File: src/rtl/alu_result_buffer_if.sv
// -----------------------------------------------------------------------------
// alu_result_buffer_if
// Bundle of the valid/ready signals on both sides of the ALU result buffer.
//   in_valid / in_ready / in_y / in_op     : producer (ALU) side
//   out_valid / out_ready / out_y / out_op : consumer side
//   out_zero / out_neg / out_parity        : status flags of the head entry
// Modports:
//   slave  : the buffer's view (accepts results, presents the head entry)
//   master : the environment's view (drives results, consumes the head)
// -----------------------------------------------------------------------------
interface alu_result_buffer_if #(
    parameter int WIDTH = 16,
    parameter int OPW   = 3
) ();
    logic             in_valid;
    logic             in_ready;
    logic [WIDTH-1:0] in_y;
    logic [OPW-1:0]   in_op;
    logic             out_valid;
    logic             out_ready;
    logic [WIDTH-1:0] out_y;
    logic [OPW-1:0]   out_op;
    logic             out_zero;
    logic             out_neg;
    logic             out_parity;

    modport slave (
        input  in_valid, in_y, in_op, out_ready,
        output in_ready, out_valid, out_y, out_op, out_zero, out_neg, out_parity
    );

    modport master (
        output in_valid, in_y, in_op, out_ready,
        input  in_ready, out_valid, out_y, out_op, out_zero, out_neg, out_parity
    );
endinterface

File: src/rtl/alu_result_buffer.sv
// -----------------------------------------------------------------------------
// alu_result_buffer
// Registered output stage behind the 16-bit ALU logic units. Each accepted
// result is stored with its opcode tag and with zero/negative/parity flags
// computed at capture time, in a small in-order FIFO. Also counts (with
// wrap-around) the results handed downstream.
// Ports:
//   clk        : clock, all state changes on the rising edge
//   rst        : asynchronous active-high reset
//   clear      : synchronous flush of the FIFO (delivered count kept)
//   bus        : alu_result_buffer_if.slave, both handshake sides + flags
//   occupancy  : number of entries currently held
//   delivered  : number of results popped since reset, wraps to 0
// -----------------------------------------------------------------------------
module alu_result_buffer #(
    parameter int WIDTH = 16,
    parameter int OPW   = 3,
    parameter int DEPTH = 2,
    parameter int CNTW  = 16,
    localparam int AW   = $clog2(DEPTH),
    localparam int OCCW = AW + 1
) (
    input  logic                 clk,
    input  logic                 rst,
    input  logic                 clear,
    alu_result_buffer_if.slave   bus,
    output logic [OCCW-1:0]      occupancy,
    output logic [CNTW-1:0]      delivered
);

    typedef struct packed {
        logic             parity;
        logic             neg;
        logic             zero;
        logic [OPW-1:0]   op;
        logic [WIDTH-1:0] y;
    } entry_t;

    typedef enum logic [1:0] {
        ST_EMPTY,
        ST_PARTIAL,
        ST_FULL
    } state_t;

    localparam logic [OCCW-1:0] FULL_OCC = OCCW'(DEPTH);

    // Control state
    logic [AW-1:0]   wr_ptr_q, wr_ptr_d;
    logic [AW-1:0]   rd_ptr_q, rd_ptr_d;
    logic [OCCW-1:0] occ_q, occ_d;
    logic [CNTW-1:0] delivered_q, delivered_d;

    // Entry storage: no reset needed, every visible output is masked by
    // occupancy, so stale contents can never leak out.
    entry_t mem_q [DEPTH];
    entry_t wr_entry_d;
    entry_t head;

    state_t state;
    logic   in_ready;
    logic   out_valid;
    logic   push;
    logic   pop;

    // The buffer state is fully described by the occupancy count.
    always_comb begin
        state = ST_PARTIAL;
        if (occ_q == '0) begin
            state = ST_EMPTY;
        end else if (occ_q == FULL_OCC) begin
            state = ST_FULL;
        end
    end

    // Next-state logic
    always_comb begin
        in_ready    = (state != ST_FULL);
        out_valid   = (state != ST_EMPTY);
        // clear wins over any transfer in the same cycle
        push        = bus.in_valid & in_ready & ~clear;
        pop         = out_valid & bus.out_ready & ~clear;

        wr_ptr_d    = wr_ptr_q;
        rd_ptr_d    = rd_ptr_q;
        occ_d       = occ_q;
        delivered_d = delivered_q;

        wr_entry_d.y      = bus.in_y;
        wr_entry_d.op     = bus.in_op;
        wr_entry_d.zero   = (bus.in_y == '0);
        wr_entry_d.neg    = bus.in_y[WIDTH-1];
        wr_entry_d.parity = ^bus.in_y;

        if (clear) begin
            wr_ptr_d = '0;
            rd_ptr_d = '0;
            occ_d    = '0;
        end else begin
            if (push) begin
                wr_ptr_d = wr_ptr_q + AW'(1);
            end
            if (pop) begin
                rd_ptr_d    = rd_ptr_q + AW'(1);
                delivered_d = delivered_q + CNTW'(1);
            end
            if (push && !pop) begin
                occ_d = occ_q + OCCW'(1);
            end else if (pop && !push) begin
                occ_d = occ_q - OCCW'(1);
            end
        end
    end

    always_ff @(posedge clk or posedge rst) begin
        if (rst) begin
            wr_ptr_q    <= '0;
            rd_ptr_q    <= '0;
            occ_q       <= '0;
            delivered_q <= '0;
        end else begin
            wr_ptr_q    <= wr_ptr_d;
            rd_ptr_q    <= rd_ptr_d;
            occ_q       <= occ_d;
            delivered_q <= delivered_d;
        end
    end

    always_ff @(posedge clk) begin
        if (push) begin
            mem_q[wr_ptr_q] <= wr_entry_d;
        end
    end

    // Head is read straight from registered storage; masking with out_valid
    // makes the outputs drop to zero as soon as reset or clear empties the FIFO.
    always_comb begin
        head = mem_q[rd_ptr_q];
        if (!out_valid) begin
            head = '0;
        end
    end

    assign bus.in_ready   = in_ready;
    assign bus.out_valid  = out_valid;
    assign bus.out_y      = head.y;
    assign bus.out_op     = head.op;
    assign bus.out_zero   = head.zero;
    assign bus.out_neg    = head.neg;
    assign bus.out_parity = head.parity;
    assign occupancy      = occ_q;
    assign delivered      = delivered_q;

endmodule

File: src/flat_wrapper.sv
// flat-port wrapper written by rule: the top's interface ports become plain ports
module alu_result_buffer_flat 
#(
    parameter int WIDTH = 16,
    parameter int OPW   = 3,
    parameter int DEPTH = 2,
    parameter int CNTW  = 16,
    localparam int AW   = $clog2(DEPTH),
    localparam int OCCW = AW + 1
)
  (clk, rst, clear, occupancy, delivered, bus_in_valid, bus_in_y, bus_in_op, bus_out_ready, bus_in_ready, bus_out_valid, bus_out_y, bus_out_op, bus_out_zero, bus_out_neg, bus_out_parity);
  alu_result_buffer_if #(.WIDTH(WIDTH), .OPW(OPW)) bus_i ();
  input  logic clk;
  input  logic rst;
  input  logic clear;
  output logic [OCCW-1:0] occupancy;
  output logic [CNTW-1:0] delivered;
  input wire logic [$bits(bus_i.in_valid)-1:0] bus_in_valid;
  input wire logic [$bits(bus_i.in_y)-1:0] bus_in_y;
  input wire logic [$bits(bus_i.in_op)-1:0] bus_in_op;
  input wire logic [$bits(bus_i.out_ready)-1:0] bus_out_ready;
  output wire logic [$bits(bus_i.in_ready)-1:0] bus_in_ready;
  output wire logic [$bits(bus_i.out_valid)-1:0] bus_out_valid;
  output wire logic [$bits(bus_i.out_y)-1:0] bus_out_y;
  output wire logic [$bits(bus_i.out_op)-1:0] bus_out_op;
  output wire logic [$bits(bus_i.out_zero)-1:0] bus_out_zero;
  output wire logic [$bits(bus_i.out_neg)-1:0] bus_out_neg;
  output wire logic [$bits(bus_i.out_parity)-1:0] bus_out_parity;
  assign bus_i.in_valid = bus_in_valid;
  assign bus_i.in_y = bus_in_y;
  assign bus_i.in_op = bus_in_op;
  assign bus_i.out_ready = bus_out_ready;
  assign bus_in_ready = bus_i.in_ready;
  assign bus_out_valid = bus_i.out_valid;
  assign bus_out_y = bus_i.out_y;
  assign bus_out_op = bus_i.out_op;
  assign bus_out_zero = bus_i.out_zero;
  assign bus_out_neg = bus_i.out_neg;
  assign bus_out_parity = bus_i.out_parity;
  alu_result_buffer #(.WIDTH(WIDTH), .OPW(OPW), .DEPTH(DEPTH), .CNTW(CNTW)) u_core (.clk(clk), .rst(rst), .clear(clear), .bus(bus_i), .occupancy(occupancy), .delivered(delivered));
endmodule
File: config.mk
export PLATFORM = sky130hd
export DESIGN_NAME = alu_result_buffer_flat
export DESIGN_NICKNAME = d
export VERILOG_FILES = /design/src/rtl/alu_result_buffer_if.sv /design/src/rtl/alu_result_buffer.sv /design/src/flat_wrapper.sv
export SDC_FILE = /design/constraint.sdc
export NUM_CORES = 1
export LEC_CHECK = 0
export BUFFER_PORTS_ARGS = -buffer_cell sky130_fd_sc_hd__buf_2
export CORE_ASPECT_RATIO = 1.75
export CORE_MARGIN = 4
export CORE_UTILIZATION = 48
export CTS_CLUSTER_SIZE = 40
export DETAILED_ROUTE_END_ITERATION = 12
export PLACE_DENSITY = 0.82
export SETUP_SLACK_MARGIN = 0.4
export SYNTH_ARGS = -nofsm -noshare
export SYNTH_HDL_FRONTEND = slang
export SYNTH_SLANG_ARGS = --single-unit
File: constraint.sdc
create_clock -name clk -period 2.5 [get_ports clk]
set_input_delay 0.25 -clock clk [delete_from_list [all_inputs] [get_ports clk]]
set_output_delay 0.25 -clock clk [all_outputs]
set_load 0.02 [all_outputs]
# Word level (Yosys, flattened, before mapping)
# Memories as Yosys holds them, arrays and structs flattened.
# Cells that the tools add are included.
classes:
  add_sub_neg: 5
  mul: 0
  div_mod_pow: 0
  order_cmp: 0
  eq_ne: 2
  shifts: 0
  n_mux: 12
  bitwise: 5
  n_reduce_logical: 12
ops:
  columns: ["operator", "n"]
  rows:
  - ["two-way mux 22 bit", 1]
  - ["adder 16 x 1 -> 16 bit, second input constant", 1]
  - ["zero test 16 bit", 1]
  - ["XOR reduction 16 bit", 1]
  - ["two-way mux 2 bit", 5]
  - ["two-way mux 1 bit", 6]
  - ["nonzero test 2 bit", 3]
  - ["bitwise AND 1 bit", 4]
  - ["nonzero test 3 bit", 1]
  - ["adder 1 bit, second input constant", 2]
  - ["adder 2 x 1 -> 2 bit, second input constant", 1]
  - ["equality test 2 bit, second input constant", 1]
  - ["logical AND 1 bit", 2]
  - ["zero test 1 bit", 2]
  - ["zero test 2 bit", 1]
  - ["!= test 2 bit, second input constant", 1]
  - ["AND reduction 2 bit", 1]
  - ["subtractor 2 x 1 -> 2 bit, second input constant", 1]
  - ["inverter 1 bit", 1]
word_totals:
  ff_bits: 20
  latchBits: 0
  mem_bits_rw: 44
  rom_bits: 0
  inputBits: 24
  memories: 1
memory_table:
  columns: ["memory", "words", "word_bits", "read_ports", "rd_ports_with_merged_regs", "write_ports", "line_no", "source"]
  rows:
  - ["u_core.mem_q", 2, 22, 1, 0, 1, "alu_result_buffer.sv:55", "entry_t mem_q [DEPTH];"]

# Longest topological paths before layout
logic_depth:
  word_depth: 11
  depth_mapped: 5
  ltp_nobuf: 5

# Worst setup path after synthesis
# Ideal clock, no wire load.
synth_path:
  kind: "reg-to-reg"
  startpoint: "reg u_core.occ_q[1] (netlist: u_core.occupancy[1])"
  endpoint: "mem u_core.mem_q[1][0] in the netlist's numbering, enable pin"
  setup_time_ns: 0.430
  arrival_ns: 2.492
  t_required_ns: 2.070
  path_slack_ns: -0.422
  path_stages_with_launch: 4
  path_buffers: 0
  cell_sequence: "dfrtp_1 -> or2b_2 -> nand2_1 -> nor3b_1"
synth_between:
  elab_chain_len: 8
synth_lines:
  columns: ["element", "line_no", "source"]
  rows:
  - ["start, declared", "alu_result_buffer.sv:50", "logic [OCCW-1:0] occ_q, occ_d;"]
  - ["start signal, assigned", "alu_result_buffer.sv:118", "occ_q <= '0;"]
  - ["start signal, assigned", "alu_result_buffer.sv:123", "occ_q <= occ_d;"]
  - ["equality test 2 bit", "alu_result_buffer.sv:70", "end else if (occ_q == FULL_OCC) begin"]
  - ["two-way mux 2 bit", "alu_result_buffer.sv:70", null]
  - ["two-way mux 2 bit *", "alu_result_buffer.sv:68", "if (occ_q == '0) begin"]
  - ["!= test 2 bit *", "alu_result_buffer.sv:77", "in_ready = (state != ST_FULL);"]
  - ["net bus_in_ready", "flat_wrapper.sv:22", "output wire logic [$bits(bus_i.in_ready)-1:0] bus_in_ready;"]
  - ["bitwise AND 1 bit * (2 in a row)", "alu_result_buffer.sv:80", "push = bus.in_valid & in_ready & ~clear;"]
  - ["two-way mux 1 bit *", "alu_result_buffer.sv:129", "if (push) begin"]
  - ["two-way mux 1 bit (implied by the code) *", "alu_result_buffer.sv:130", "mem_q[wr_ptr_q] <= wr_entry_d;"]
  - ["end, declared", "alu_result_buffer.sv:55", null]
# The timed path passes the listed nets; every way through them passes the cells marked *.

# Worst setup path after layout
layout_path:
  startpoint: "reg u_core.rd_ptr_q"
  endpoint: "out bus_out_neg"
layout_between:
  elab_chain_len: 2
layout_lines:
  columns: ["element", "line_no", "source"]
  rows:
  - ["start, declared", "alu_result_buffer.sv:49", "logic [AW-1:0] rd_ptr_q, rd_ptr_d;"]
  - ["start signal, assigned", "alu_result_buffer.sv:122", "rd_ptr_q <= rd_ptr_d;"]
  - ["memory (2 x 22 bit)", null, null]
  - ["two-way mux 22 bit", "alu_result_buffer.sv:138", "if (!out_valid) begin"]
  - ["end, declared", "flat_wrapper.sv:27", "output wire logic [$bits(bus_i.out_neg)-1:0] bus_out_neg;"]
# No other way between the ends.

==> results.tsv <==
metric	value	unit
outcome	finished clean	
crit_end	bus_out_neg	
dieArea	0.00709	sq mm
grt_start_max_net_pins	23	
ant_nets	0	
finalSetupViolations	0	
fin_nets	313	
start_kind	register	
cts-htree-levels	3	
viasPerCell	4.91	
timing.final.hold_violations	0	
dr.first_iter.drc_count	108	
cp.required	2.25	ns
tightest_slew	0.725	ns
fin_worst_skew	0.00808	ns
synth_ff_type	edfxtp_1	
drt_first_pass_iters	4	
slew_headroom	0.516	
cts_buffer_depth	2	
grt_use_met3	0.0478	
numCtsBuffers	9	
grt_pass1_wl	8.18	mm
cts_tree	done	
clkSinkCount	62	
worst_setup_path_end_kind	output pin	
grt.met2_usage	0.284	
cp_max_fo	22	
grt_usage	0.158	
rsz0062_at_grt	false	
use_met1	0.159	
ys_warn_count	0	
period_share	0.699	
drv_slew	0	
hp-class	in -> async	
nFillCells	465	
clk_pin_slew	0.07	ns
reg2reg_depth	4	
antenna_cells	0	
antenna_found_initial	0	
ctsHoldBuffers	0	
synth_cells	207	
wl	5.21	mm
mappedNetlistArea	0.00277	sq mm
clockRootBuffer	clkbuf_8	
gr-total-overflow	0	
leakagePower	1.54	nW
power	2.83	mW
critPathKind	reg -> out	
synth_common_cells	edfxtp_1 (42), nor2_1 (27), mux2i_1 (22)	
fin_hold_ws	0.0304	ns
critical_path.startpoint	u_core.rd_ptr_q	
yosys.area.top_type	edfxtp_1	
coreArea	0.00559	sq mm
synth-edff-count	42	
initial_core_util	0.495	
num_rows	36	
area.growth.synth_to_final	25.6	%
synth_most_common_cell	edfxtp_1	
portBuffers	65	
busiest_layer	met2	
die_y	108	microns
maxCapViolations	0	
ys_seq_elements	62	
synth_cell_type_count	27	
synth.net_count	240	
finalCriticalPeriod	1.75	ns
ys_top_cells_by_area	edfxtp_1 (46%), dfrtp_1 (18%), mux2i_1 (8.0%), xnor2_1 (5.7%), ha_1 (4.1%)	
crit_arrival	1.50	ns
ios	66	
gp_congestion	0.786	
ir_drop	0.000528	V
r2r-start	u_core.occupancy[1]	
max_freq	0.572	GHz
dp_hpwl	3.84	mm
ys_async_sr_fraction	0.323	
via_count	1771	
r2r_setup_slack	0.85	ns
setup_tns	0	ns
cts_resized	0	
drive_above_1_share	0.326	
wire_per_inst	14.4	microns
post-cts-setup-buffers	0	
grt_pass1_vias	1862	
power.density	814	mW/mm^2
reg2reg_to	u_core.mem_q[1][8]	
drc	0	
ys_seq_area_frac	0.637	
die_x	65.4	microns
insertion_delay	0.33	ns
yosys.area.top_type_share	0.456	
syn_avg_cell_area	13.4	sq um
-- how the worst min path moves through the flow --
stage                  from             endpoint  slack, ns
2_1_floorplan           rst  u_core.delivered[0]       0.21
3_3_place_gp            rst  u_core.delivered[3]       0.41
3_5_place_dp            rst  u_core.delivered[2]       0.41
4_1_cts                 rst  u_core.delivered[0]       0.04
5_1_grt        bus_in_op[0]  u_core.mem_q[0][16]       0.09
6_report                rst  u_core.delivered[1]       0.03
-- layout by cell type (no fill, tap or decap) --
master      instances
buf_4               4
nor4_4              2
nand3_1             5
nand3b_1            1
edfxtp_1           42
clkinv_4            1
a31oi_1             1
nor3_4              1
dfrtp_1            20
xnor2_1            18
ha_1                9
inv_6               1
and3_1              2
a21oi_1             3
nor3b_4             1
mux2_2              1
or2b_2              1
buf_2              65
nand2_1             7
o21ai_2             1
or2_2               1
nand4_1             6
mux2i_1            22
and4_1              3
nor2_1             27
inv_1              18
nand2b_1            1
nor3b_1             1
bufinv_16           4
clkinvlp_4          1
clkbuf_8            9
xor2_1              6
-- routing by layer --
layer / vias to the layer above / share of wire
met5: - / 0
met4: 0 / 0.017
met3: 6 / 0.058
met2: 52 / 0.54
met1: 849 / 0.38
li1: 864 / -
-- area by class of cell --
type,count,area [sq um],area share
multi-input cells,120,927,0.267
flip-flops and latches,62,1760,0.507
clock inverters,7,145,0.0418
inverters,18,67.6,0.0194
clock buffers,9,124,0.0356
repair buffers,69,355,0.102
well taps,76,95.1,0.0274
-- worst max-delay path, cell delays in order, from the launching register on --
cell,delay [ns]
dfrtp_1,0.33
buf_4,0.34
mux2i_1,0.25
nor2_1,0.08
buf_2,0.17
-- registers in the layout (all words and copies together), names as in the netlist --
| signal | cells |
|---|---|
| u_core.delivered | 16 |
| u_core.mem_q | 42 |
| u_core.occupancy | 2 |
| u_core.rd_ptr_q | 1 |
| u_core.wr_ptr_q | 1 |
-- cells by family (layout without fill, tap and decap cells) --
kind of cell / after synthesis / after routing / share of synthesized area
AO/OA/AOI/OAI: 5 / 5 / 0.0109
XOR/XNOR: 24 / 24 / 0.0760
adder cells (fa/ha/maj): 9 / 9 / 0.0407
buffers and inverters: 25 / 103 / 0.0362
flip-flops: 62 / 62 / 0.637
multiplexers: 23 / 23 / 0.0837
AND/OR/NAND/NOR: 59 / 59 / 0.116
-- power by group --
group          internal [mW]  total, mW  switching (mW)  leakage, nW
Clock                  0.768       1.16           0.394        0.130
Sequential              1.18       1.24          0.0583        0.658
Combinational          0.167      0.428           0.261        0.751
-- stage by stage --
step	instance area (sq um)	worst slack, ns	cells	util
floorplan	2790	0.522	207	-
global placement	3210	0.911	345	0.574
detailed placement	3210	0.853	345	0.574
CTS	3480	0.711	361	0.622
global route	3480	0.638	361	0.622
finish	3480	0.753	361	0.622
No activity file was read; power rests on OpenSTA's default activity.
